==> src/rtl/proc_run_ctrl_pkg.sv <==
// Shared state encodings, halt codes and the address half-swap used by the
// store checksum of the proc_run_ctrl run controller.
package proc_run_ctrl_pkg;

    typedef logic [1:0] state_t;
    typedef logic [1:0] halt_t;

    localparam state_t ST_IDLE = 2'd0;
    localparam state_t ST_RSTP = 2'd1;
    localparam state_t ST_RUN  = 2'd2;
    localparam state_t ST_DONE = 2'd3;

    localparam halt_t HALT_NONE    = 2'd0;
    localparam halt_t HALT_END     = 2'd1;
    localparam halt_t HALT_LOOP    = 2'd2;
    localparam halt_t HALT_TIMEOUT = 2'd3;

    function automatic logic [31:0] swap_halves(input logic [31:0] v);
        return {v[15:0], v[31:16]};
    endfunction

endpackage

==> src/rtl/proc_run_ctrl_if.sv <==
// Processor-side bundle watched by the run controller: PC, store bus and
// the reset the controller hands back to the processor.
interface proc_run_ctrl_if;

    logic [31:0] PC;
    logic        MemWrite;
    logic [31:0] dAddress;
    logic [31:0] dWriteData;
    logic        cpu_rst;

    // master = processor side, slave = run controller
    modport master (output PC, MemWrite, dAddress, dWriteData, input cpu_rst);
    modport slave  (input PC, MemWrite, dAddress, dWriteData, output cpu_rst);

endinterface

==> src/rtl/proc_run_ctrl_run_checksum.sv <==
// Rotate-left-by-one / XOR accumulator folding each observed store
// (data and half-swapped address) into a running checksum.
module run_checksum
    import proc_run_ctrl_pkg::*;
#(
    parameter int unsigned CNT_W = 32
) (
    input  logic             clk,
    input  logic             rst,
    input  logic             clr,
    input  logic             en,
    input  logic [31:0]      addr,
    input  logic [31:0]      data,
    output logic [CNT_W-1:0] csum
);

    always_ff @(posedge clk) begin
        if (rst || clr) begin
            csum <= '0;
        end else if (en) begin
            csum <= {csum[CNT_W-2:0], csum[CNT_W-1]}
                    ^ CNT_W'(data)
                    ^ CNT_W'(swap_halves(addr));
        end
    end

endmodule

==> src/rtl/proc_run_ctrl.sv <==
// Run controller for the multicycle processor: sequences its reset, watches
// PC and stores during a run, and reports a registered done/halt_reason.
module proc_run_ctrl
    import proc_run_ctrl_pkg::*;
#(
    parameter int unsigned PROG_BYTES  = 512,
    parameter int unsigned RST_CYCLES  = 2,
    parameter int unsigned STALL_LIMIT = 16,
    parameter int unsigned MAX_CYCLES  = 4096,
    parameter int unsigned CNT_W       = 32
) (
    input  logic             clk,
    input  logic             rst,
    input  logic             start,
    proc_run_ctrl_if.slave   cpu,
    output logic             running,
    output logic             done,
    output logic [1:0]       halt_reason,
    output logic [CNT_W-1:0] cycle_count,
    output logic [CNT_W-1:0] instr_count,
    output logic [CNT_W-1:0] store_count,
    output logic [CNT_W-1:0] store_csum
);

    state_t      state;
    logic [31:0] rst_cnt;
    logic [31:0] pc_q;
    logic [31:0] stall_cnt;
    logic        first_cyc;

    logic        in_run;
    logic        start_ok;
    logic        pc_same;
    logic        pc_moved;
    halt_t       reason;

    function automatic logic [CNT_W-1:0] sat_inc(input logic [CNT_W-1:0] v);
        return (v == '1) ? v : v + CNT_W'(1);
    endfunction

    // Halt sources are judged on this cycle's PC against the previous one;
    // the first RUN cycle has no valid previous PC.
    always_comb begin
        in_run   = (state == ST_RUN);
        start_ok = start && (state == ST_IDLE || state == ST_DONE);
        pc_same  = (cpu.PC == pc_q);
        pc_moved = !first_cyc && !pc_same;
        reason   = HALT_NONE;
        if (cpu.PC >= PROG_BYTES)
            reason = HALT_END;
        else if (!first_cyc && pc_same && stall_cnt == STALL_LIMIT - 1)
            reason = HALT_LOOP;
        else if (cycle_count == CNT_W'(MAX_CYCLES - 1))
            reason = HALT_TIMEOUT;
    end

    always_ff @(posedge clk) begin
        if (rst) begin
            state       <= ST_IDLE;
            rst_cnt     <= '0;
            pc_q        <= '0;
            stall_cnt   <= '0;
            first_cyc   <= 1'b1;
            cycle_count <= '0;
            instr_count <= '0;
            store_count <= '0;
            done        <= 1'b0;
            halt_reason <= HALT_NONE;
        end else begin
            case (state)
                ST_IDLE, ST_DONE: begin
                    if (start_ok) begin
                        state       <= ST_RSTP;
                        rst_cnt     <= '0;
                        stall_cnt   <= '0;
                        first_cyc   <= 1'b1;
                        cycle_count <= '0;
                        instr_count <= '0;
                        store_count <= '0;
                        done        <= 1'b0;
                        halt_reason <= HALT_NONE;
                    end
                end
                ST_RSTP: begin
                    if (rst_cnt == RST_CYCLES - 1)
                        state <= ST_RUN;
                    else
                        rst_cnt <= rst_cnt + 32'd1;
                end
                ST_RUN: begin
                    cycle_count <= sat_inc(cycle_count);
                    pc_q        <= cpu.PC;
                    first_cyc   <= 1'b0;
                    if (pc_moved) begin
                        instr_count <= sat_inc(instr_count);
                        stall_cnt   <= '0;
                    end else if (!first_cyc) begin
                        stall_cnt <= stall_cnt + 32'd1;
                    end
                    if (cpu.MemWrite)
                        store_count <= sat_inc(store_count);
                    if (reason != HALT_NONE) begin
                        state       <= ST_DONE;
                        done        <= 1'b1;
                        halt_reason <= reason;
                    end
                end
                default: state <= ST_IDLE;
            endcase
        end
    end

    assign running     = in_run;
    assign cpu.cpu_rst = (state == ST_IDLE) || (state == ST_RSTP);

    run_checksum #(.CNT_W(CNT_W)) u_csum (
        .clk  (clk),
        .rst  (rst),
        .clr  (start_ok),
        .en   (in_run && cpu.MemWrite),
        .addr (cpu.dAddress),
        .data (cpu.dWriteData),
        .csum (store_csum)
    );

endmodule

==> src/flat_wrapper.sv <==
// flat-port wrapper written by rule: the top's interface ports become plain ports
module proc_run_ctrl_flat import proc_run_ctrl_pkg::*;
#(
    parameter int unsigned PROG_BYTES  = 512,
    parameter int unsigned RST_CYCLES  = 2,
    parameter int unsigned STALL_LIMIT = 16,
    parameter int unsigned MAX_CYCLES  = 4096,
    parameter int unsigned CNT_W       = 32
)
  (clk, rst, start, running, done, halt_reason, cycle_count, instr_count, store_count, store_csum, cpu_PC, cpu_MemWrite, cpu_dAddress, cpu_dWriteData, cpu_cpu_rst);
  proc_run_ctrl_if cpu_i ();
  input  logic clk;
  input  logic rst;
  input  logic start;
  output logic running;
  output logic done;
  output logic [1:0] halt_reason;
  output logic [CNT_W-1:0] cycle_count;
  output logic [CNT_W-1:0] instr_count;
  output logic [CNT_W-1:0] store_count;
  output logic [CNT_W-1:0] store_csum;
  input wire logic [$bits(cpu_i.PC)-1:0] cpu_PC;
  input wire logic [$bits(cpu_i.MemWrite)-1:0] cpu_MemWrite;
  input wire logic [$bits(cpu_i.dAddress)-1:0] cpu_dAddress;
  input wire logic [$bits(cpu_i.dWriteData)-1:0] cpu_dWriteData;
  output wire logic [$bits(cpu_i.cpu_rst)-1:0] cpu_cpu_rst;
  assign cpu_i.PC = cpu_PC;
  assign cpu_i.MemWrite = cpu_MemWrite;
  assign cpu_i.dAddress = cpu_dAddress;
  assign cpu_i.dWriteData = cpu_dWriteData;
  assign cpu_cpu_rst = cpu_i.cpu_rst;
  proc_run_ctrl #(.PROG_BYTES(PROG_BYTES), .RST_CYCLES(RST_CYCLES), .STALL_LIMIT(STALL_LIMIT), .MAX_CYCLES(MAX_CYCLES), .CNT_W(CNT_W)) u_core (.clk(clk), .rst(rst), .start(start), .cpu(cpu_i), .running(running), .done(done), .halt_reason(halt_reason), .cycle_count(cycle_count), .instr_count(instr_count), .store_count(store_count), .store_csum(store_csum));
endmodule
==> config.mk <==
export PLATFORM = sky130hd
export DESIGN_NAME = proc_run_ctrl_flat
export DESIGN_NICKNAME = d
export VERILOG_FILES = /design/src/rtl/proc_run_ctrl_pkg.sv /design/src/rtl/proc_run_ctrl_if.sv /design/src/rtl/proc_run_ctrl_run_checksum.sv /design/src/rtl/proc_run_ctrl.sv /design/src/flat_wrapper.sv
export SDC_FILE = /design/constraint.sdc
export NUM_CORES = 1
export LEC_CHECK = 0
export ABC_AREA = 1
export BUFFER_PORTS_ARGS = -buffer_cell sky130_fd_sc_hd__clkbuf_2
export CAP_MARGIN = 25
export CELL_PAD_IN_SITES_DETAIL_PLACEMENT = 1
export CELL_PAD_IN_SITES_GLOBAL_PLACEMENT = 2
export CORE_MARGIN = 1.5
export CORE_UTILIZATION = 33
export DETAILED_ROUTE_END_ITERATION = 16
export PLACE_DENSITY_LB_ADDON = 0.3
export SYNTH_ARGS = -nofsm -noshare
export SYNTH_HDL_FRONTEND = slang
export SYNTH_SLANG_ARGS = --single-unit
==> constraint.sdc <==
create_clock -name clk -period 4.8 [get_ports clk]
set_input_delay 0 -clock clk [delete_from_list [all_inputs] [get_ports clk]]
set_output_delay 0 -clock clk [all_outputs]
set_load 0.05 [all_outputs]
# Word-level counts from Yosys, hierarchy flattened

Cells that the tools add are included.

Flip-flop bits (word level): 230
Bits of input ports: 100
Output and inout bits: 133

Add/sub/neg operators: 5
$lt $le $gt $ge: 1
Eq/ne operators: 20
Multiplexer cells: 29
Bitwise logic cells: 2
Reductions and logical operators: 23

Operator list:

| kind                                                   | number |
|---|---|
| case mux 32 bit (2 select lines)                       | 5 |
| two-way mux 32 bit                                     | 9 |
| adder 32 x 1 -> 32 bit (second input constant)         | 5 |
| == test 32 bit (second input constant)                 | 3 |
| XOR 32 bit                                             | 2 |
| == test 32 x 1 -> 1 bit (second input constant)        | 1 |
| == test 32 x 12 -> 1 bit (second input constant)       | 1 |
| == test 32 bit                                         | 1 |
| == test 32 x 4 -> 1 bit (second input constant)        | 1 |
| >= comparator 32 x 10 -> 1 bit (second input constant) | 1 |
| two-way mux 2 bit                                      | 8 |
| != test 2 bit (second input constant)                  | 8 |
| AND reduction 3 bit                                    | 5 |
| AND reduction 4 bit                                    | 2 |
| case mux 2 bit (3 select lines)                        | 1 |
| nonzero test 2 bit                                     | 3 |
| logical AND 1 bit                                      | 5 |
| == test 2 bit (second input constant)                  | 2 |
| case mux 1 bit (2 select lines)                        | 2 |
| case mux 2 bit (2 select lines)                        | 1 |
| logical OR 1 bit                                       | 3 |
| two-way mux 1 bit                                      | 3 |
| != test 3 bit (second input constant)                  | 1 |
| == test 2 x 1 -> 1 bit (second input constant)         | 1 |
| 5 further kinds                                        | 6 |

# Longest topological paths before layout

Gate-level depths: netlist of run 1.

Depth in word-level cells: 8
Gate-level depth with buffers: 16
Mapped depth without buffers: 16

# By module

A second synthesis of run 1 with hierarchy kept.

Cells, all modules: 2271
Area, all modules: 14213.6 um^2

Modules (own cells, without submodules):

| module        | times used | cells each | area each (um^2) | sequential area each (um^2) |
|---|---|---|---|---|
| proc_run_ctrl | 1          | 1842       | 11783.8          | 3963.8 |
| run_checksum  | 1          | 429        | 2429.8           | 640.6 |

# Worst setup path after synthesis of run 1

OpenSTA, ideal clock, no wires.

Path type: register -> register
Start point: register u_core.instr_count[0]
End point: register u_core.instr_count[18]
Setup time: 0.132 ns
Data arrival time: 2.147 ns
Required time: 4.668 ns
Slack: 2.521 ns
Stages on the path, launching flop included: 12
Period minus slack after synthesis: 2.279 ns
Path through: dfxtp_1 > ha_1 > nand2_1 > nor3_2 > nand3b_1 > nor2_1 > nand3_1 > o21ai_1 > inv_2 > clkbuf_1 > nand3_1 > a21oi_1

Cells in the longest elaborated chain, start to end: 4
Elaborated cells on any way between the ends: 7
Those cells by class: 1 x add/sub; 2 x eq/ne; 3 x mux; 1 x reduce/logical

RTL lines:

| item                             | RTL line            | text |
|---|---|---|
| start: declaration               | proc_run_ctrl.sv:20 | `output logic [CNT_W-1:0] instr_count,` |
| start signal: assignment         | proc_run_ctrl.sv:95 | `instr_count <= sat_inc(instr_count);` |
| adder 32 x 1 -> 32 bit           | proc_run_ctrl.sv:38 | `return (v == '1) ? v : v + CNT_W'(1);` |
| two-way mux 32 bit               | proc_run_ctrl.sv:38 |  |
| two-way mux 32 bit               | proc_run_ctrl.sv:94 | `if (pc_moved) begin` |
| case mux 32 bit (2 select lines) | proc_run_ctrl.sv:70 | `case (state)` |

Several ways; a longest one is shown, not always the timed one. The select of a mux whose other input is x is not followed.
A chain may end at the register's enable or synchronous reset.

# Worst setup path in the final report of run 1

Start point: register u_core.state[0]
End point: register u_core.u_csum.csum[22]

Cells in the longest elaborated chain, start to end: 4
Elaborated cells on any way between the ends: 7
Those cells by class: 2 x eq/ne; 5 x reduce/logical

RTL lines:

| item                                               | RTL line                         | text |
|---|---|---|
| start: declaration                                 | proc_run_ctrl.sv:25              | `state_t state;` |
| start signal: assignment                           | proc_run_ctrl.sv:59              | `state <= ST_IDLE;` |
| start signal: assignment                           | proc_run_ctrl.sv:73              | `state <= ST_RSTP;` |
| start signal: assignment                           | proc_run_ctrl.sv:86              | `state <= ST_RUN;` |
| == test 2 bit or logical NOT 2 bit (tied branches) | proc_run_ctrl.sv:45              | `start_ok = start && (state == ST_IDLE \|\| state == ST_DONE);` |
| logical OR 1 bit                                   | proc_run_ctrl.sv:45              |  |
| logical AND 1 bit                                  | proc_run_ctrl.sv:45              |  |
| logical OR 1 bit                                   | proc_run_ctrl_run_checksum.sv:18 | `if (rst \|\| clr) begin` |
| end signal: assignment                             | proc_run_ctrl_run_checksum.sv:21 | `csum <= {csum[CNT_W-2:0], csum[CNT_W-1]}` |
| end: declaration                                   | proc_run_ctrl_run_checksum.sv:14 | `output logic [CNT_W-1:0] csum` |

Several ways; a longest one is shown, not always the timed one.

==> metrics, run 1 <==
worst skew pair latency=around 590 ps; nets=between 2000 and 3000; Final Instance Count excl. Fillers=3100; dominant cell by count in the synthesized netlist=nand2_1; Pre-Repair DR Iteration Count=5; TritonCTS Buffers=31; synth unique cells=37; Synthesized Nets=around 2400; Syn Area/Cell=6.275 um2; clk sinks=230; DIE HEIGHT=209.8 um; Psw=between 2000 and 3000 uW; post-route ant nets=0; clock share of power=33.3%; FMAX=between 0.3 and 0.4 GHz; area leader, netlist=dfxtp_1; list of most frequent post-synthesis cells=nand2_1 (553), nor2_1 (383), inv_1 (233); CTS tree=built; vias in the first global route=approximately 16000; Worst EP arrival=roughly 3700 ps; Cells after Synth=around 2200; CP Capture Type=register; largest net degree at the start of global routing=85; Clock Skew=roughly 24 ps; post-synthesis sequential area ratio=about a third; worst rel slew slack=between 30% and 40%; wire per inst=between 15 and 20 um; crit start category=register; vias per inst=4.952; area grow syn2layout=24.85%; crit-path max FO=between 80 and 90; path type of the worst setup path=reg -> reg; antenna violations before repair=0; Logic pwr share=around 34%; fin crit period=about 3200 ps; num rows=75; clock slew at reported path FFs=approximately 60 ps; post-DP HPWL=about 36 mm; leakage power=about 0.0067 uW; Clock Path Buffers=3; grt ovf=0; Die X=approximately 210 um; DR vias=roughly 15000; final hold violation count=0; Critical Path RT=5270 ps; RD Place Congestion=roughly 0.86; number of flops mapped to enable cells by yosys=0; IO Port Bufs=~230; status=complete, no violations; Final Max Slew Viols=0; Int Pwr=roughly 4000 uW; Clock Root Buffer=clkbuf_16; worst-margin pin slew=approximately 1000 ps; Ant. Diodes=0; # fillers=roughly 5500; flops & latches, synth=230; Warnings, synthesis=0; # H-tree levels=1; GRT Util Overall=a little under a quarter; RSZ-0062 raised after global routing=no; PD cells=389.4 nW/um2; DRT Wirelength=approximately 50 mm; WHS=between 30 and 40 ps; Final Cycle Share=roughly two thirds; Switching Share=between 40 and 50%; drt drc=0; maximum vdd ir drop=0.0002846 V; setup violators final=0; worst min-delay path category=in -> reg; ranking of synthesized cells by area=dfxtp_1 (33%), nand2_1 (15%), nor2_1 (10%); FFs w/ async S/R, synth=0%; share of cells above drive strength 1=about an eighth; starting density of the core=between 30% and 40%; num ports=233; MaxCap Viol Count=0; Seq pwr share=between 30% and 40%; first-pass GRT wire length=82.25 mm; Most used DFF post-synth=dfxtp_1; die area=44010 um2; PostCTS Resize Cnt=0; Initial DRC Count=622; Synth top area share=around a third; dpl cells=~3000; Syn Std Cell Area=14110 um2; CORE AREA=~42000 um2; setup TNS=0 ps
==> routing by layer <==
| metal | wire (um) | global-route usage [%] | share of wire (%) | vias up |
|---|---|---|---|---|
| met1 | 23390 | 30.04 | 47 | 7277 |
| met4 | 1330 | 6.897 | 2.7 | 0 |
| met5 | 0 | 0 | 0 | - |
| li1 | - | - | - | 7720 |
| met2 | 23040 | 38.24 | 46 | 276 |
| met3 | 2077 | 3.277 | 4.2 | 79 |
==> cell type report <==
class / instances / area [um2] / share of cell area (%)
Sequential cell: 230 / 4604 / 26.13
Multi-Input combinational cell: 1695 / 8239 / 46.76
Clock inverter: 8 / 68.82 / 0.3906
Timing Repair Buffer: 336 / 2187 / 12.41
Inverter: 242 / 908.4 / 5.156
Clock buffer: 50 / 937.1 / 5.319
Tap cell: 539 / 674.4 / 3.828
==> power groups by stage <==
stage | Clock [uW] | Sequential (uW) | Combinational [uW]
after detailed placement | 0 | 2250 | 2260
after global placement | 0 | 2240 | 2220
after CTS | 2370 | 2210 | 2390
after global routing | 2440 | 2240 | 2630
final | 2290 | 2210 | 2360
after floorplan | 0 | 2370 | 1600
==> worst paths after layout <==
| check | depth (start not counted) | from | slack (ps) | endpoint |
|---|---|---|---|---|
| max | 6 | u_core.state[0]$_SDFFE_PP0P_ | 1620 | u_core.u_csum.csum[22]$_SDFFE_PP0P_ |
| min | 2 | rst | 30 | u_core.rst_cnt[20]$_SDFFE_PP0P_ |
| max reg2reg | 6 | u_core.state[0]$_SDFFE_PP0P_ | 1620 | u_core.u_csum.csum[22]$_SDFFE_PP0P_ |
| min reg2reg | 2 | u_core.done$_SDFFE_PP0P_ | 460 | u_core.done$_SDFFE_PP0P_ |
==> cell families after synthesis <==
group	count (synthesis)	share of synthesized area, %
xor+xnor	173	10.74
flops	230	32.63
buf+inv	324	9.105
fa+ha+maj	10	0.8866
compound gates	276	9.815
simple gates	1236	36.83
==> cells in the final DEF, fill, tap and decap left out, types with 9 or more instances in the layout <==
cell	count
clkbuf_1	10
dlygate4sd3_1	97
nor3_1	86
xnor2_1	92
clkbuf_16	31
xor2_1	81
dfxtp_1	230
ha_1	9
nor2_1	383
nand3_1	126
nand2_1	553
o21ai_0	88
clkbuf_2	231
a21oi_1	184
inv_1	233
inv_2	9
nand4_1	42
clkbuf_8	9
==> registers in the layout, indices dropped and copies added (netlist names) <==
register / cells
u_core.cycle_count: 32
u_core.done: 1
u_core.first_cyc: 1
u_core.halt_reason: 2
u_core.instr_count: 32
u_core.pc_q: 32
u_core.rst_cnt: 32
u_core.stall_cnt: 32
u_core.state: 2
u_core.store_count: 32
u_core.u_csum.csum: 32
==> metrics by stage <==
stage / power (uW) / util [%] / worst slack [ps] / cell area (um2)
floorplan: 3971 / - / 2521 / 14110
global placement: 4459 / 37.21 / 1697 / 15640
detailed placement: 4514 / 37.21 / 1608 / 15640
CTS: 6968 / 41.91 / 1621 / 17620
global route: 7305 / 41.91 / 1231 / 17620
finish: 6860 / 41.91 / 1623 / 17620
==> critical path: stages (launching register included) <==
cell and delay, ps:
dfxtp_1 330, inv_1 130, ha_4 470, buf_4 740
nand2_1 840, o21ai_0 430, inv_1 80
==> repair_timing <==
| item | 4_1_cts | 5_1_grt |
|---|---|---|
| hold buffers | 97 | 0 |
| buffers inserted | 0 | 0 |
| endpoints found under the setup margin | 0 | 0 |
| hold endpoints to repair | 66 | 0 |
Power figures use the tool's default switching activity.
==> inputs of run 2 (changes only) <==
CORE_UTILIZATION = 30   (was 33)
clock period = 3.2 ns   (was 4.8 ns; I/O delays follow)
==> metrics, run 2 (synthesis gave the netlist of run 1 again) <==
status=complete, no violations; wire per inst=16.22 um (+0.88%); first-pass GRT wire length=84.41 mm (+2.6%); Worst EP arrival=3280 ps (-370 ps); IO Port Bufs=232 (unchanged); commonest non-fill, non-tap cells in the layout=nand2_1 (553), nor2_1 (383), inv_1 (233); path type of the worst setup path=reg -> reg; # fillers=6096 (+10%); Worst Hold Depth=7 (+5); worst min-delay path category=in -> reg; num ports=233 (unchanged); nets=2660 (+0.53%); drt drc=0 (unchanged); worst rel slew slack=39.69% (+6.3 points); Min-Delay Startpoint=start; crit-path max FO=34 (-60%); vias per inst=4.844 (-2.2%); Ant. Diodes=0 (unchanged); Worst R2R End=u_core.instr_count[9]$_SDFFE_PP0P_; DIE HEIGHT=219.9 um (+4.8%); worst-margin pin slew=904.7 ps (-91.44 ps); setup violators final=0 (unchanged); GRT Util Overall=21.44% (-1.3 points); CORE AREA=46460 um2 (+11%); # H-tree levels=1 (unchanged); area grow syn2layout=26.07%; TritonCTS Buffers=30 (-3.2%); Critical Path RT=3640 ps (-1630 ps); die area=48350 um2 (+9.9%); maximum vdd ir drop=0.0003483 V (+22%); hold endpoint=u_core.state[0]$_SDFFE_PP0P_; post-route ant nets=0 (unchanged); Worst Reg-to-Reg Cells=11 (+5); WHS=105.3 ps (+74.77 ps); final hold violation count=0 (unchanged); Clock Path Buffers=3 (unchanged); Clock Skew=13.33 ps (-10.40 ps); post-DP HPWL=37.84 mm (+5.8%); clock slew at reported path FFs=60 ps (about the same); RSZ-0062 raised after global routing=no; DR vias=15399 (+0.31%); grt ovf=0 (unchanged); share of cells above drive strength 1=13.10% (+0.53 points); num rows=79 (+5.3%); leakage power=0.006794 uW (+0.89%); largest net degree at the start of global routing=72 (-15%); fin crit period=2840 ps (-336.8 ps); starting density of the core=30.38% (-3.2 points); RD Place Congestion=0.8483 (-1.4%); PostCTS Resize Cnt=0 (unchanged); commonest non-fill, non-tap cell in the layout=nand2_1; Clock Root Buffer=clkbuf_16; clk sinks=230 (unchanged); Initial DRC Count=702 (+13%); antenna violations before repair=0 (unchanged); DRT Wirelength=51.56 mm (+3.5%); Die X=219.9 um (+4.8%); FMAX=0.3521 GHz (+12%); Reg2Reg Launch Point=u_core.state[1]$_SDFFE_PP0P_; setup TNS=0 ps (unchanged); vias in the first global route=16041 (+1.4%); MaxCap Viol Count=0 (unchanged); crit start category=register; PD cells=585.5 nW/um2 (+50%); Pre-Repair DR Iteration Count=4 (-1); CP Capture Type=register; flop-to-flop setup slack=360 ps (-1260 ps); Final Cycle Share=88.75% (+23 points); worst skew pair latency=580 ps (about the same); Final Max Slew Viols=0 (unchanged); CTS tree=built
==> run 2: cell count changes in the layout (fill, tap and decap cells not counted), sizes merged <==
cell,previous run,this run
clkbuf,281,273
bufinv,1,2
buf,8,23
inv,243,242
clkinv,6,9
clkinvlp,0,1
==> run 2: how the worst max path moves through the flow <==
stage / start / end / cells after the start
after floorplan: u_core.instr_count[0]$_SDFFE_PP0P_ / u_core.instr_count[18]$_SDFFE_PP0P_ / 11
after global placement: u_core.state[0]$_SDFFE_PP0P_ / u_core.instr_count[13]$_SDFFE_PP0P_ / 11
after detailed placement: u_core.state[1]$_SDFFE_PP0P_ / u_core.instr_count[19]$_SDFFE_PP0P_ / 11
after CTS: u_core.state[0]$_SDFFE_PP0P_ / u_core.instr_count[19]$_SDFFE_PP0P_ / 11
after global routing: u_core.state[1]$_SDFFE_PP0P_ / u_core.instr_count[6]$_SDFFE_PP0P_ / 11
final: u_core.state[1]$_SDFFE_PP0P_ / u_core.instr_count[9]$_SDFFE_PP0P_ / 11
==> run 2: what timing repair did <==
action                    in CTS  in global routing
hold endpoints to repair      85                  0
setup buffers                  0                  0
hold buffers                  97                  0
==> run 2: routing by layer <==
layer  up-vias  wire (um)  global-route usage (%)
li1       7738          -                       -
met1      7357      24330                   27.82
met4         0        777                   4.467
met5         -          0                       0
met3        56       1988                   3.147
met2       248      24460                   37.43
==> run 2: power by group <==
group | internal [uW] | total (uW) | switching, uW | leakage [uW]
clock network | 2010 | 3400 | 1390 | 0.000487
logic | 982 | 3700 | 2720 | 0.00445
registers | 3110 | 3320 | 207 | 0.00186
total | 6110 | 10400 | 4310 | 0.00679
==> run 2: layout make-up <==
type	count	area [um2]	share of cell area, %
Clock buffer	42	855.8	4.810
Clock inverter	12	123.9	0.6963
Inverter	242	908.4	5.106
Multi-Input combinational cell	1695	8239	46.31
Sequential cell	230	4604	25.88
Tap cell	607	759.5	4.269
Timing Repair Buffer	351	2300	12.93
==> run 2: critical path, stage by stage, from the launching register on <==
cell and delay, ps:
dfxtp_1 390, inv_1 110, ha_1 400, inv_2 40
nand2_1 100, inv_1 70, a21oi_1 350, o21ai_1 140
inv_2 480, nand2_4 370, nand2_1 150, a21oi_1 70
==> run 2: stage by stage <==
| stage | util (%) | cell area, um2 | std cells | total power, uW | setup WS [ps] |
|---|---|---|---|---|---|
| 3_5_place_dp | 34.10 | 15840 | 3028 | 6931 | 364.9 |
| 3_3_place_gp | 34.10 | 15840 | 3028 | 6830 | 501.1 |
| 2_1_floorplan | - | 14110 | 2249 | 5957 | 920.6 |
| 5_1_grt | 38.30 | 17790 | 3179 | 11070 | 147.5 |
| 6_report | 38.30 | 17790 | 3179 | 10420 | 359.9 |
| 4_1_cts | 38.30 | 17790 | 3179 | 10580 | 332.0 |
